<file path="config.mk">
export PLATFORM = sky130hd
export DESIGN_NAME = usb_tx_arbiter_flat
export DESIGN_NICKNAME = d
export VERILOG_FILES = /design/src/rtl/usb_tx_arbiter_if.sv /design/src/rtl/usb_tx_arbiter.sv /design/src/flat_wrapper.sv
export SDC_FILE = /design/constraint.sdc
export NUM_CORES = 1
export LEC_CHECK = 0
export BUFFER_PORTS_ARGS = -buffer_cell sky130_fd_sc_hd__buf_2
export CAP_MARGIN = 40
export CORE_MARGIN = 10
export CORE_UTILIZATION = 50
export CTS_CLUSTER_SIZE = 14
export DETAILED_ROUTE_END_ITERATION = 10
export PLACE_DENSITY = 0.79
export SYNTH_ARGS = -nofsm -noshare
export SYNTH_HDL_FRONTEND = slang
export SYNTH_SLANG_ARGS = --single-unit
</file>
<file path="constraint.sdc">
create_clock -name clk -period 3 [get_ports clk]
set_input_delay 0.3 -clock clk [delete_from_list [all_inputs] [get_ports clk]]
set_output_delay 0.3 -clock clk [all_outputs]
set_load 0.005 [all_outputs]
</file>
<file path="src/rtl/usb_tx_arbiter_if.sv">
// rtl/usb_tx_arbiter_if.sv - stream bundle between requesters, tx arbiter and ftdi tx port
interface usb_tx_arbiter_if #(
  parameter int DEXP = 0,
  parameter int N    = 4
);
  localparam int W = 8 << DEXP;

  logic [N-1:0]   in_valid;
  logic [N-1:0]   in_ready;
  logic [N*W-1:0] in_data;
  logic [N-1:0]   in_last;
  logic           out_valid;
  logic           out_ready;
  logic [W-1:0]   out_data;

  // Requester side plus ftdi tx_ready
  modport master (
    output in_valid, in_data, in_last, out_ready,
    input  in_ready, out_valid, out_data
  );

  // Arbiter side
  modport slave (
    input  in_valid, in_data, in_last, out_ready,
    output in_ready, out_valid, out_data
  );
endinterface

</file>
<file path="src/rtl/usb_tx_arbiter.sv">
// rtl/usb_tx_arbiter.sv - round-robin packet arbiter merging N streams into one ftdi tx stream
module usb_tx_arbiter #(
  parameter int DEXP   = 0,
  parameter int N      = 4,
  parameter int MAXLEN = 256
) (
  input  logic            clk,
  input  logic            rst,
  usb_tx_arbiter_if.slave bus,
  output logic            busy,
  output logic [3:0]      cur_ch
);
  localparam int          W        = 8 << DEXP;
  localparam logic [15:0] CNT_LAST = 16'(MAXLEN - 1);
  localparam logic [3:0]  CH_LAST  = 4'(N - 1);

  typedef enum logic [1:0] {IDLE, HDR, DATA} state_t;

  state_t      state;
  logic [3:0]  ptr;
  logic [3:0]  g;
  logic [15:0] cnt;

  logic        pick_found;
  logic [3:0]  pick_idx;
  logic        g_valid;
  logic        g_last;
  logic [W-1:0] g_data;
  logic [3:0]  g_next;

  // First valid requester in search order ptr, ptr+1, ... modulo N
  always_comb begin
    pick_found = 1'b0;
    pick_idx   = '0;
    for (int k = 0; k < N; k++) begin
      for (int i = 0; i < N; i++) begin
        if (!pick_found && ((int'(ptr) + k) % N) == i && bus.in_valid[i]) begin
          pick_found = 1'b1;
          pick_idx   = 4'(i);
        end
      end
    end
  end

  // Select the granted channel's valid/last/data
  always_comb begin
    g_valid = 1'b0;
    g_last  = 1'b0;
    g_data  = '0;
    for (int i = 0; i < N; i++) begin
      if (4'(i) == g) begin
        g_valid = bus.in_valid[i];
        g_last  = bus.in_last[i];
        g_data  = bus.in_data[i*W +: W];
      end
    end
  end

  assign g_next = (g == CH_LAST) ? 4'd0 : g + 4'd1;

  // Grant state machine: arbitrate in IDLE, send header, then pass payload through
  always_ff @(posedge clk) begin
    if (rst) begin
      state <= IDLE;
      ptr   <= '0;
      g     <= '0;
      cnt   <= '0;
    end else begin
      case (state)
        IDLE: begin
          if (pick_found) begin
            g     <= pick_idx;
            state <= HDR;
          end
        end
        HDR: begin
          if (bus.out_ready) begin
            cnt   <= '0;
            state <= DATA;
          end
        end
        DATA: begin
          if (g_valid && bus.out_ready) begin
            // A MAXLEN cut ends the grant like in_last; the rest of the packet
            // re-arbitrates and gets a fresh header.
            if (g_last || cnt == CNT_LAST) begin
              state <= IDLE;
              cnt   <= '0;
              ptr   <= g_next;
            end else begin
              cnt <= cnt + 16'd1;
            end
          end
        end
        default: state <= IDLE;
      endcase
    end
  end

  // Output decode; everything is forced quiet while reset is asserted
  always_comb begin
    bus.out_valid = 1'b0;
    bus.out_data  = '0;
    bus.in_ready  = '0;
    busy          = 1'b0;
    cur_ch        = '0;
    if (!rst) begin
      case (state)
        HDR: begin
          bus.out_valid        = 1'b1;
          bus.out_data[7:0]    = {4'hA, g};
          busy                 = 1'b1;
          cur_ch               = g;
        end
        DATA: begin
          bus.out_valid = g_valid;
          bus.out_data  = g_data;
          busy          = 1'b1;
          cur_ch        = g;
          for (int i = 0; i < N; i++) begin
            if (4'(i) == g) bus.in_ready[i] = bus.out_ready;
          end
        end
        default: ;
      endcase
    end
  end
endmodule

</file>
<file path="src/flat_wrapper.sv">
// flat-port wrapper written by rule: the top's interface ports become plain ports
module usb_tx_arbiter_flat 
#(
  parameter int DEXP   = 0,
  parameter int N      = 4,
  parameter int MAXLEN = 256
)
  (clk, rst, busy, cur_ch, bus_in_valid, bus_in_data, bus_in_last, bus_out_ready, bus_in_ready, bus_out_valid, bus_out_data);
  usb_tx_arbiter_if #(.DEXP(DEXP), .N(N)) bus_i ();
  input  logic clk;
  input  logic rst;
  output logic busy;
  output logic [3:0] cur_ch;
  input wire logic [$bits(bus_i.in_valid)-1:0] bus_in_valid;
  input wire logic [$bits(bus_i.in_data)-1:0] bus_in_data;
  input wire logic [$bits(bus_i.in_last)-1:0] bus_in_last;
  input wire logic [$bits(bus_i.out_ready)-1:0] bus_out_ready;
  output wire logic [$bits(bus_i.in_ready)-1:0] bus_in_ready;
  output wire logic [$bits(bus_i.out_valid)-1:0] bus_out_valid;
  output wire logic [$bits(bus_i.out_data)-1:0] bus_out_data;
  assign bus_i.in_valid = bus_in_valid;
  assign bus_i.in_data = bus_in_data;
  assign bus_i.in_last = bus_in_last;
  assign bus_i.out_ready = bus_out_ready;
  assign bus_in_ready = bus_i.in_ready;
  assign bus_out_valid = bus_i.out_valid;
  assign bus_out_data = bus_i.out_data;
  usb_tx_arbiter #(.DEXP(DEXP), .N(N), .MAXLEN(MAXLEN)) u_core (.clk(clk), .rst(rst), .bus(bus_i), .busy(busy), .cur_ch(cur_ch));
endmodule
</file>
# ---- After elaboration in Yosys (flattened, before gate mapping)
# Cells that the tools add are included.
# Widths: inputs -> output; s select.
dict set report word_totals {
  output_inout_bits 18
  inputBits 43
  wordCells 165
  regBits 22
}
dict set report op_classes {
  n_eq_ne 23
  add_sub_neg 5
  bitwise 3
  n_mux 67
  n_reduce_logical 63
}
# operator n
set ops {}
lappend ops {{$logic_not 32->1} 4}
lappend ops {{$mux 16} 3}
lappend ops {{$mux 2} 20}
lappend ops {{$mux 8} 5}
lappend ops {{$logic_and 1x1->1} 32}
lappend ops {{$mux 1} 32}
lappend ops {{$pmux 16 s2} 1}
lappend ops {{$eq 3x3->1 const B} 6}
lappend ops {{$add 16x1->16 const B} 1}
lappend ops {{$eq 16x8->1 const B} 1}
lappend ops {{$pmux 8 s2} 1}
lappend ops {{$logic_not 1->1} 15}
lappend ops {{$mux 4} 3}
lappend ops {{$eq 3x2->1 const B} 3}
lappend ops {{$eq 2x2->1 const B} 4}
lappend ops {{$reduce_or 2->1} 4}
lappend ops {{$ne 2x1->1 const B} 3}
lappend ops {{$pmux 2 s3} 1}
lappend ops {{$reduce_and 3->1} 2}
lappend ops {{$add 2x1->2 const B} 2}
lappend ops {{$add 2x2->2 const B} 2}
lappend ops {{$eq 2x1->1 const B} 2}
lappend ops {{$eq 2x2->1 const A} 2}
lappend ops {{$logic_not 4->1} 1}
lappend ops {{9 further kinds} 11}

# ---- Longest topological paths before layout
dict set report logic_depth {
  depth_word 65
  ltp_mapped 10
  depth_no_buf 8
}

# ---- Least setup slack after synthesis
# OpenSTA, ideal clock, no wires.
dict set report synth_timing {
  path_type {register -> register}
  startpoint {reg u_core.g[0]}
  endpoint {reg u_core.cnt[14]}
  arrival_time_ns 2.102
  slack_ns 0.779
  synth_period_minus_slack_ns 2.221
  path_stages_with_launch 9
  setup_ns 0.119
  cell_sequence {dfxtp_1 -> inv_1 -> ha_1 -> nor2b_1 -> a2111oi_4 -> o21ai_2 -> or4_1 -> xor2_1 -> nor2_2}
}
dict set report synth_via {
  elab_chain_len 9
}
# element line
set synth_lines {}
lappend synth_lines {{from (decl)} usb_tx_arbiter.sv:21} ;# logic [3:0] g;
lappend synth_lines {{from (signal assigned)} usb_tx_arbiter.sv:72} ;# g <= pick_idx;
lappend synth_lines {{$logic_not 4->1} usb_tx_arbiter.sv:51} ;# if (4'(i) == g) begin
lappend synth_lines {{$mux 1 (4 in a row)} usb_tx_arbiter.sv:51}
lappend synth_lines {{$logic_or 1x1->1} usb_tx_arbiter.sv:86} ;# if (g_last || cnt == CNT_LAST) begin
lappend synth_lines {{$mux 16} usb_tx_arbiter.sv:86}
lappend synth_lines {{$mux 16} usb_tx_arbiter.sv:83} ;# if (g_valid && bus.out_ready) begin
lappend synth_lines {{$pmux 16 s2} usb_tx_arbiter.sv:69} ;# case (state)
lappend synth_lines {{to (signal assigned)} usb_tx_arbiter.sv:91} ;# cnt <= cnt + 16'd1;
lappend synth_lines {{to (decl)} usb_tx_arbiter.sv:22} ;# logic [15:0] cnt;
# Several ways; a longest one is shown, not always the timed one. The select of a mux whose other input is x is not followed.
# A chain may end at the register's enable or synchronous reset.

# ---- Final worst setup path
dict set report layout_timing {
  startpoint {reg u_core.g[1]}
  endpoint {reg u_core.cnt[14]}
}
# The elaborated chain is that of the path after synthesis.

==> flow_metrics.env <==
export IMPL_status="completed"
export IMPL_cts_setup_buffers=0
export IMPL_r2r_setup_slack_ns=0.41
export IMPL_cts_buffers=3
export IMPL_gr_usage_met3_pct=3.83
export IMPL_synthTopCellsByArea="dfxtp_1, ha_1, nor2_1, a21oi_1, nor2b_1"
export IMPL_grt_usage_pct=14.7
export IMPL_numPlacedInstances=326
export IMPL_grtUsageMet1_pct=17.9
export IMPL_ys_flop_type="dfxtp_1"
export IMPL_worstPathRequired_ns=3.21
export IMPL_hold_path_startpoint="rst"
export IMPL_htree_num_levels=1
export IMPL_synth_edff_count=0
export IMPL_grt_pass1_wl_mm=7.77
export IMPL_crit_fanout=14
export IMPL_synthArstFlopShare_pct=0
export IMPL_path_class="flop to flop"
export IMPL_clk_pin_slew_ns=0.11
export IMPL_critPathBufInv=1
export IMPL_synth_warnings=0
export IMPL_core_um2=3340
export IMPL_setup_tns_final_ns=0
export IMPL_cp_depth=8
export IMPL_nNetsFinal=337
export IMPL_synth_largest_area_cell="dfxtp_1"
export IMPL_min_path_cells=2
export IMPL_max_stage_delay_ns=0.57
export IMPL_ctsRootBufferMaster="clkbuf_4"
export IMPL_ant_nets=0
export IMPL_vias=1831
export IMPL_maxCapViolCount=0
export IMPL_gp_congestion=0.864
export IMPL_p_leak_uw=0.000877
export IMPL_io_pins=61
export IMPL_dp_hpwl_mm=3.89
export IMPL_rows=21
export IMPL_hp_class="input pin to flop"
export IMPL_skew_ns=0.00862
export IMPL_stdcell_count=329
export IMPL_vias_per_cell=5.57
export IMPL_ir_drop_mv=0.457
export IMPL_clk_path_buf_depth=2
export IMPL_cts_sinks=22
export IMPL_whs_endpoint="u_core.cnt[10]$_SDFFE_PP0P_"
export IMPL_critPathSlowestCell="or4_1"
export IMPL_r2r_start="u_core.g[1]$_SDFFE_PP0P_"
export IMPL_synth_seq_area_share_pct=25.4
export IMPL_firstDrtPassIters=5
export IMPL_clk_insertion_delay_late_ns=0.30
export IMPL_cts_tree="built"
export IMPL_drc=0
export IMPL_grt_max_degree=20
export IMPL_max_freq_ghz=0.386
export IMPL_fp_dieW_um=78.9
export IMPL_fin_ws_ns=0.409
export IMPL_routedWlPerCell_um=14.6
export IMPL_powerDensity_nw_per_um2=632
export IMPL_stdcell_area_um2=2090
export IMPL_syn_area_um2=1730
export IMPL_relSlewSlack_pct=64.0
export IMPL_rsz0062_at_grt="false"
export IMPL_arrival_ns=2.80
export IMPL_hold_violations=0
export IMPL_drv_slew=0
export IMPL_grt_pass1_vias=1723
export IMPL_cts_resized=0
export IMPL_grt_overflow=0
export IMPL_drt_first_iter_violations=90
export IMPL_post_place_ws_ns=0.422
export IMPL_synth_top_area_share_pct=25.4
export IMPL_yosys_top_cells_count="nor2_1, dfxtp_1, a21oi_1"
export IMPL_die_y_um=78.9
export IMPL_regToRegEndpoint="u_core.cnt[14]$_SDFFE_PP0P_"
export IMPL_cts_hold_buf=0
export IMPL_num_antenna_cells=0
export IMPL_start_util_pct=51.9
export IMPL_yosysMostFrequentCell="nor2_1"
export IMPL_post_route_period_util_pct=86.4
export IMPL_period_needed_ns=2.59
export IMPL_syn_avg_cell_area_um2=7.60
export IMPL_setup_violations=0
export IMPL_grt_busiest_layer="met2"
export IMPL_ys_seq_elements=22
export IMPL_cp_top_family="compound AO/OA/AOI/OAI gates"
export IMPL_tightest_slew_ns=0.537
export IMPL_path_cells="inv_1 > ha_1 > a21oi_2 > a2111oi_4 > o21ai_2 > or4_1 > xor2_1 > nor2_2"
export IMPL_numPortBuffers=58
export IMPL_finalWirelength_mm=4.81
export IMPL_r2r_cells=8
export IMPL_ys_types=44
export IMPL_antenna_found_initial=0
export IMPL_die_area_um2=6220
export IMPL_grt_use_met2_pct=24.0
export IMPL_synth_cells=228
export IMPL_start_kind="flop"
export IMPL_place_area_um2=2060
export IMPL_syn2layout_area_growth_pct=20.4
export IMPL_crit_path_end_kind="flop"
export IMPL_drive_gt1_share_pct=26.1
==> worst reg2reg max path: cells and delay by family, from the launching register on <==
kind | cells | cell delay (ns)
AO/OA/AOI/OAI | 3 | 0.75
AND/OR/NAND/NOR | 2 | 0.61
adder cells (fa/ha/maj) | 1 | 0.46
flip-flops | 1 | 0.36
XOR/XNOR | 1 | 0.19
buffers and inverters | 1 | 0.12
==> flip-flops by register name, summed over array words and instances, names as in the netlist <==
signal	cells
u_core.cnt	16
u_core.state	2
u_core.ptr	2
u_core.g	2
==> area by class of cell <==
cell class                 count  area, um2
timing repair buffer          63        328
multi-input combinational    184       1200
fill                         330       1250
sequential                    22        440
clock buffer                   3       22.5
inverter                      11       41.3
tap                           46       57.6
==> placed cells by master, fill, tap and decap left out, drive strengths merged, types with 3 or more instances in the layout <==
cell type and n:
o21a 3, a21oi 19, nand2 10, o21ai 7, and3 4, xor2 6
clkbuf 3, nand4 6, ha 9, nor3 14, inv 11, o22ai 3
xnor2 7, buf 63, dfxtp 22, a221oi 7, nor2 29, and2 8
a211oi 5, nor2b 12, nand3 10
==> per-stage QoR <==
stage / utilization, % / total power, uW / hold slack, ns
detailed placement: 61.8 / 1190 / 0.464
global placement: 61.8 / 1170 / 0.466
floorplan: - / 991 / 0.444
CTS: 62.5 / 1320 / 0.285
finish: 62.5 / 1320 / 0.303
global route: 62.5 / 1430 / 0.293
==> how the worst max path moves through the flow <==
stage                             start                          end  slack (ns)
2_1_floorplan  u_core.g[0]$_SDFFE_PP0P_  u_core.cnt[14]$_SDFFE_PP0P_        0.78
3_3_place_gp   u_core.g[1]$_SDFFE_PP0P_  u_core.cnt[14]$_SDFFE_PP0P_        0.54
3_5_place_dp   u_core.g[1]$_SDFFE_PP0P_  u_core.cnt[14]$_SDFFE_PP0P_        0.42
4_1_cts        u_core.g[1]$_SDFFE_PP0P_              bus_out_data[1]        0.37
5_1_grt        u_core.g[1]$_SDFFE_PP0P_              bus_out_data[0]        0.20
6_report       u_core.g[1]$_SDFFE_PP0P_  u_core.cnt[14]$_SDFFE_PP0P_        0.41
==> where the power goes <==
part / switching [uW] / internal (uW) / total, uW
logic: 481 / 359 / 839
registers: 30.6 / 319 / 350
clock network: 81.5 / 46.9 / 128
==> cell families (layout without fill, tap and decap cells) <==
family,Yosys count,after routing,synth area share (%)
and+or+nand+nor,100,100,30.1
AOI/OAI and AO/OA,57,57,23.6
buffers and inverters,23,77,5.78
DFF,22,22,25.4
xor gates and xnor gates,13,13,6.57
adders and majority gates,9,9,6.50
muxes,3,3,1.81
other,1,2,0.216
==> routing by layer <==
metal | vias up | routed length [um] | share of wire (%)
li1 | 931 | - | -
met1 | 809 | 2240 | 47
met2 | 81 | 2030 | 42
met3 | 10 | 450 | 9.4
met4 | 0 | 89 | 1.8
met5 | - | 0 | 0
Note: power is estimated with default switching activity, not from simulation.
